[config.mk]
export PLATFORM = sky130hd
export DESIGN_NAME = instr_fetch
export DESIGN_NICKNAME = d
export VERILOG_FILES = /design/src/rtl/instr_fetch_pkg.sv /design/src/rtl/instr_fetch_jump_lut.sv /design/src/rtl/instr_fetch.sv
export SDC_FILE = /design/constraint.sdc
export NUM_CORES = 1
export LEC_CHECK = 0
export CAP_MARGIN = 25
export CORE_MARGIN = 1.5
export CORE_UTILIZATION = 45
export DETAILED_ROUTE_END_ITERATION = 7
export PLACE_DENSITY = 0.75
export SETUP_SLACK_MARGIN = 0.1
export SYNTH_ARGS = -nofsm -noshare
export SYNTH_HDL_FRONTEND = slang
export SYNTH_SLANG_ARGS = --single-unit
export TNS_END_PERCENT = 20
[constraint.sdc]
create_clock -name clk -period 1.9 [get_ports clk]
set_input_delay 0.38 -clock clk [delete_from_list [all_inputs] [get_ports clk]]
set_output_delay 0.38 -clock clk [all_outputs]
set_load 0.01 [all_outputs]
[src/rtl/instr_fetch_pkg.sv]
// Shared definitions for the instruction fetch unit: FSM state encoding,
// default widths, the HALT opcode and the jump-target table contents.
package instr_fetch_pkg;

  localparam int PC_W_DEF      = 10;
  localparam int IW_DEF        = 9;
  localparam int MCODEBITS_DEF = 4;
  localparam int LUT_W_DEF     = 5;

  localparam logic [MCODEBITS_DEF-1:0] HALT_OPCODE = 4'b1111;

  typedef enum logic [1:0] {
    ST_IDLE = 2'd0,
    ST_RUN  = 2'd1,
    ST_HALT = 2'd2
  } fetch_state_e;

  // Entry i holds i*20, except the last two, which point at the top of memory.
  localparam int JUMP_TABLE_DEPTH = 32;
  localparam int unsigned JUMP_TABLE [JUMP_TABLE_DEPTH] = '{
      0,  20,  40,  60,  80, 100, 120, 140,
    160, 180, 200, 220, 240, 260, 280, 300,
    320, 340, 360, 380, 400, 420, 440, 460,
    480, 500, 520, 540, 560, 580, 1000, 1023
  };

endpackage

[src/rtl/instr_fetch_jump_lut.sv]
// Combinational jump-target table: LUT index from the instruction word to a
// program-counter target.
module jump_lut
  import instr_fetch_pkg::*;
#(
  parameter int PC_W  = PC_W_DEF,
  parameter int LUT_W = LUT_W_DEF
) (
  input  logic [LUT_W-1:0] idx,
  output logic [PC_W-1:0]  target
);

  localparam int DEPTH = 1 << LUT_W;

  logic [PC_W-1:0] lut_mem [DEPTH];

  // Entries beyond the package table (when LUT_W is enlarged) read as zero.
  for (genvar i = 0; i < DEPTH; i++) begin : g_entry
    if (i < JUMP_TABLE_DEPTH) begin : g_init
      assign lut_mem[i] = PC_W'(JUMP_TABLE[i]);
    end else begin : g_zero
      assign lut_mem[i] = '0;
    end
  end

  assign target = lut_mem[idx];

endmodule

[src/rtl/instr_fetch.sv]
// Instruction fetch unit: program counter and IDLE/RUN/HALT sequencing with
// jumps, conditional branches, stall and end-of-memory overflow detection.
module instr_fetch
  import instr_fetch_pkg::*;
#(
  parameter int PC_W      = PC_W_DEF,
  parameter int IW        = IW_DEF,
  parameter int MCODEBITS = MCODEBITS_DEF,
  parameter int LUT_W     = LUT_W_DEF
) (
  input  logic                 clk,
  input  logic                 rst_n,
  input  logic                 start,
  input  logic                 stall,
  input  logic                 cond_true,
  input  logic                 UncondJump,
  input  logic                 JType,
  input  logic [IW-1:0]        imem_data,
  output logic [PC_W-1:0]      imem_addr,
  output logic [MCODEBITS-1:0] instr,
  output logic                 valid,
  output logic                 done,
  output logic                 pc_ovf
);

  fetch_state_e    state_q, state_d;
  logic [PC_W-1:0] pc_q, pc_d;
  logic            pc_ovf_q, pc_ovf_d;
  logic            done_q, done_d;
  logic [PC_W-1:0] jump_target;
  logic            is_halt_op;
  logic            take_jump;

  assign instr = imem_data[IW-1 -: MCODEBITS];

  jump_lut #(
    .PC_W (PC_W),
    .LUT_W(LUT_W)
  ) u_jump_lut (
    .idx   (imem_data[LUT_W-1:0]),
    .target(jump_target)
  );

  assign is_halt_op = (instr == MCODEBITS'(HALT_OPCODE));
  assign take_jump  = UncondJump || (JType && cond_true);

  always_comb begin
    state_d  = state_q;
    pc_d     = pc_q;
    pc_ovf_d = pc_ovf_q;
    case (state_q)
      ST_IDLE: begin
        pc_d = '0;
        if (start) begin
          state_d = ST_RUN;
        end
      end
      ST_RUN: begin
        if (!stall) begin
          if (is_halt_op) begin
            state_d = ST_HALT;
          end else if (take_jump) begin
            pc_d = jump_target;
          end else if (&pc_q) begin
            // Incrementing past the last word would wrap; stop instead.
            state_d  = ST_HALT;
            pc_ovf_d = 1'b1;
          end else begin
            pc_d = pc_q + PC_W'(1);
          end
        end
      end
      ST_HALT: begin
        if (start) begin
          state_d  = ST_RUN;
          pc_d     = '0;
          pc_ovf_d = 1'b0;
        end
      end
      default: begin
        state_d  = ST_IDLE;
        pc_d     = '0;
        pc_ovf_d = 1'b0;
      end
    endcase
    done_d = (state_d == ST_HALT);
  end

  always_ff @(posedge clk or negedge rst_n) begin
    if (!rst_n) begin
      state_q  <= ST_IDLE;
      pc_q     <= '0;
      pc_ovf_q <= 1'b0;
      done_q   <= 1'b0;
    end else begin
      state_q  <= state_d;
      pc_q     <= pc_d;
      pc_ovf_q <= pc_ovf_d;
      done_q   <= done_d;
    end
  end

  assign imem_addr = pc_q;
  assign valid     = (state_q == ST_RUN) && !stall;
  assign done      = done_q;
  assign pc_ovf    = pc_ovf_q;

endmodule

Yosys cells after proc, flatten, opt, wreduce, memory -nomap -nowiden
Memory sizes are Yosys's and may differ from the RTL's. Index checks and enable logic that the tools add are counted.

Bits in registers: 14. Latch bits: 0. Bits in writable memories: 0. ROM bits: 320. Input port bits: 16. Output and inout port bits: 17. Logic and storage cells: 48. Memories kept: 1.

Add/subtract/negate cells: 1. Multipliers: 0. Div/mod/pow operators: 0. $lt $le $gt $ge: 1. Equal/unequal tests: 10. Shifts and indexed selects: 0. Mux-type cells: 20. Bitwise operators: 2. Reductions and logical operators: 9.

Memories: (no name shown) (depth 32, bits a word 10, read ports 1, clocked after Yosys merged registers in 0, wr ports 0, RTL line instr_fetch_jump_lut.sv:26) `assign target = lut_mem[idx];`.

Operator list (count): $mux 10 (7); $pmux 10 s2 (1); $add 10x1->10 const B (1); $mux 2 (5); $ne 2x2->1 const B (5); $reduce_and 10->1 (1); $ge 6x6->1 const B (1); $not 5->6 (1); $reduce_and 6->1 (1); $mux 1 (5); $eq 2x2->1 const B (2); $eq 4x4->1 const B (1); $pmux 2 s2 (1); $reduce_and 4->1 (1); $ne 3x3->1 const B (1); $pmux 1 s3 (1); $eq 2x1->1 const B (1); $logic_and 1x1->1 (2); $logic_not 2->1 (1); $reduce_or 2->1 (1); $logic_not 1->1 (1); $logic_or 1x1->1 (1); $not 1->1 (1).

Depth between registers and ports, before layout
Word-level depth: 8. Depth in mapped cells: 7. Gate-level depth less buffers: 6.

By module
From an unflattened synthesis, not the netlist that was laid out.

Cells, all modules: 150. Area total of the unflattened synthesis: 1239.9 sq um.

Modules (own cells, without submodules): instr_fetch (instances 1, cells an instance 108, area an instance 902.1 sq um, sequential area each 350.3 sq um); jump_lut (instances 1, cells an instance 42, area an instance 337.8 sq um, sequential area each 0.0 sq um).

Worst setup path after synthesis
No wires, ideal clock.

Path type: in2reg. Start point: input imem_data[2]. End point: register pc_q[7] (netlist: imem_addr[7]). Setup time: 0.065 ns. Arrival: 1.674 ns. Data required time: 1.835 ns. Path slack: 0.162 ns. Stages: 7. Buffers on the path: 1. Cells stage by stage: buf_2 > inv_1 > ha_1 > and3_1 > o41ai_1 > o311a_1 > o22a_1.

Longest elaborated chain between the ends: 8.

RTL lines: start, declared (RTL line instr_fetch.sv:18) `input logic [IW-1:0] imem_data,`; $not 5->6 (not written as such) (RTL line instr_fetch_jump_lut.sv:26); $mem_v2 32x10; $mux 10 (not written as such) (2 in a row) (RTL line instr_fetch_jump_lut.sv:26); $mux 10 (RTL line instr_fetch.sv:62) `end else if (take_jump) begin`; $mux 10 (RTL line instr_fetch.sv:60) `if (is_halt_op) begin`; $mux 10 (RTL line instr_fetch.sv:59) `if (!stall) begin`; $pmux 10 s2 (RTL line instr_fetch.sv:51) `case (state_q)`; end signal, assigned (RTL line instr_fetch.sv:97) `pc_q <= pc_d;`; end, declared (RTL line instr_fetch.sv:27) `logic [PC_W-1:0] pc_q, pc_d;`.

No other way between the ends. The select of a mux whose other input is x is not followed. A chain may end at the register's enable or synchronous reset.

Worst setup path after layout
Start point: input imem_data[7]. End point: register pc_q[5] (netlist: imem_addr[5]).

Longest elaborated chain between the ends: 3.

RTL lines: $eq 4x4->1 (RTL line instr_fetch.sv:44) `assign is_halt_op = (instr == MCODEBITS'(HALT_OPCODE));`; $ne 2x2->1 (no line); $reduce_and 4->1 (no line).

No other way between the ends.

==> metrics <==
Distinct cells, synth 58; total CTS buffers 3; Ys Warns 0; Slew @ Worst Pin 439.3 ps; EDFF count, synth 0; placed insts 219; Slew headroom 70.72%; combinational share of power 55.2%; layout cell share with drive strength beyond 1 27.32%; Final setup viols 0; Clk Tree Root Cell clkbuf_4; Vias/cell 5.880; RSZ-0062 raised after global routing yes; required time of the critical path 2080 ps; crit path DAT 1980 ps; first-pass GRT wire length 5961 um; Antenna Cells 0; H-tree levels 1; CP Launch Type input pin; Top FF cell, synth dfrtp_1; Worst-path clk slew 90 ps; commonest non-fill, non-tap cell in the layout buf_4; DR pass1 iterations 4; CTS sink count 14; die extent in x 56.26 um; post-route antenna net violation count 0; Sw Share 40.12%; part of the power in registers 32.2%; maximum number of pins on one net before global-route repair 15; num rows 19; Max Cap Violations 0; most frequent cells in the layout buf_4, clkdlybuf4s50_1, dfrtp_1; Worst R2R Setup Slack 140 ps; Final Wtd Congestion 0.9628; PwrDens 926.3 mW/mm^2; Vias 1,323; DRC Markers 0; routed wire length per instance 16.36 um; Tot Pwr 1.760 mW; setup tns final 0 ps; CP Capture Type flop; switching pwr 706.3 uW; Nets 216; die area 0.003165 mm^2; clock tree buffer depth 2; Clk pwr share 12.6%; post-synthesis sequential area ratio 27.45%; Slew Viols, Final 0; IO Port Bufs 32; Clock Skews 4.996 ps; vias in the first global route 1,290; Async S/R FF share, synth 100.0%; Core ar. 0.002734 mm^2; Fin. Hold Viols 0; Initial Utilization 46.68%; mean post-synth cell area 9.248 um^2; HP Class input pin to async pin; Clk Latency, worst-skew pair 290 ps; Finished Layout Cells 225; leak pwr 0.8277 nW; Tot GR Track Use 23.28%; Hold Buf Count CTS 0; area grow syn2layout 48.92%; CP Class input pin to flop; initial antenna violation count 0; minimum clock period 1800 ps; worst reg2reg path depth 5; Post-Syn Nets 159; half-perimeter wire length after placement 2716 um; initial DRC count 50; Final period util 94.74%; Synth Instances 138; #FFs+latches synth 14; status complete, no violations; Critical Path Fanout Max 5; height of the die 56.26 um; Detailed Route WL 3682 um; num ports 33; RR Startpoint imem_addr[1]$_DFFE_PN0P_; RR Endpoint imem_addr[1]$_DFFE_PN0P_; Placement Setup Slack -339.6 ps; GRT overflow 0; fmax 555.6 MHz; Internal Power 1.054 mW; VDD IR max 906.1 uV; CTS tree built; Final WS setup 99.99 ps; Netlist Area Pre-Place 0.001276 mm^2
[cell usage after synthesis, drive strengths merged (4+ instances only)]
cell type | number | area share (%)
dfrtp | 14 | 27
buf | 11 | 5.8
o21ai | 10 | 4.8
inv | 7 | 2.1
nor2 | 7 | 2.1
a21oi | 6 | 3.2
and4 | 6 | 4.3
nand2 | 6 | 1.8
ha | 5 | 4.9
nand3 | 5 | 2.4
nor3 | 4 | 1.6
[worst max-delay path: stages]
cell and delay (ps):
clkdlybuf4s50_1 420, and4_1 300, o22ai_4 260, o21ai_4 120
buf_4 150, a221o_1 340
[worst max-delay path by stage]
stage,startpoint,end,cells past startpoint
2_1_floorplan,imem_data[2],imem_addr[7]$_DFFE_PN0P_,7
3_3_place_gp,imem_data[1],imem_addr[7]$_DFFE_PN0P_,7
5_1_grt,imem_data[7],imem_addr[5]$_DFFE_PN0P_,6
6_report,imem_data[7],imem_addr[5]$_DFFE_PN0P_,6
3_5_place_dp,imem_data[1],imem_addr[5]$_DFFE_PN0P_,7
4_1_cts,imem_data[0],imem_addr[5]$_DFFE_PN0P_,7
[repair_timing]
| action | 4_1_cts | 5_1_grt |
|---|---|---|
| endpoints found under the setup margin | 5 | 8 |
| gates cloned | 0 | 0 |
| setup buffers | 0 | 2 |
| pin swaps | 4 | 3 |
| gates resized for setup | 10 | 6 |
[kinds of logic (layout without fill, tap and decap cells)]
family                   count (synthesis)  count (layout)  share of synthesized area (%)
AO/OA/AOI/OAI                           49              49                          31.28
flip-flops                              14              14                          27.45
adder cells (fa/ha/maj)                  5               5                          4.902
multiplexers                             4               4                          3.431
buffers and inverters                   18              74                          7.843
AND/OR/NAND/NOR                         48              48                          25.10
[power groups by stage]
stage	Combinational (mW)	Clock, mW	Sequential [mW]
floorplan	0.433	0	0.571
global placement	0.892	0	0.549
detailed placement	0.899	0	0.559
CTS	0.916	0.228	0.558
global route	1.05	0.236	0.578
finish	0.973	0.222	0.566
[cell type report]
class	instances	area, um^2
multi-input cells	106	895.9
fillers	192	833.3
repair buffers	63	553.0
flip-flops and latches	14	350.3
well taps	31	38.79
clock buffers	4	36.28
inverters	7	26.28
[flip-flops by register name, summed over array words and instances, names as in the netlist]
register,count
done,1
pc_ovf,1
imem_addr,10
state_q,2
[metal layers]
layer,track usage (%),part of all wire [%]
met1,32.02,47
met4,2.041,0
met2,38.99,48
met5,0,0
met3,5.300,5.5
[through the flow]
step	utilization, %	area, um^2	hold slack, ps
after floorplan	-	1276	84.41
after global placement	65.08	1779	473.0
after detailed placement	65.08	1779	487.1
after CTS	67.41	1843	398.5
after global routing	69.52	1901	405.8
final	69.52	1901	391.0
Power figures use the tool's default switching activity.
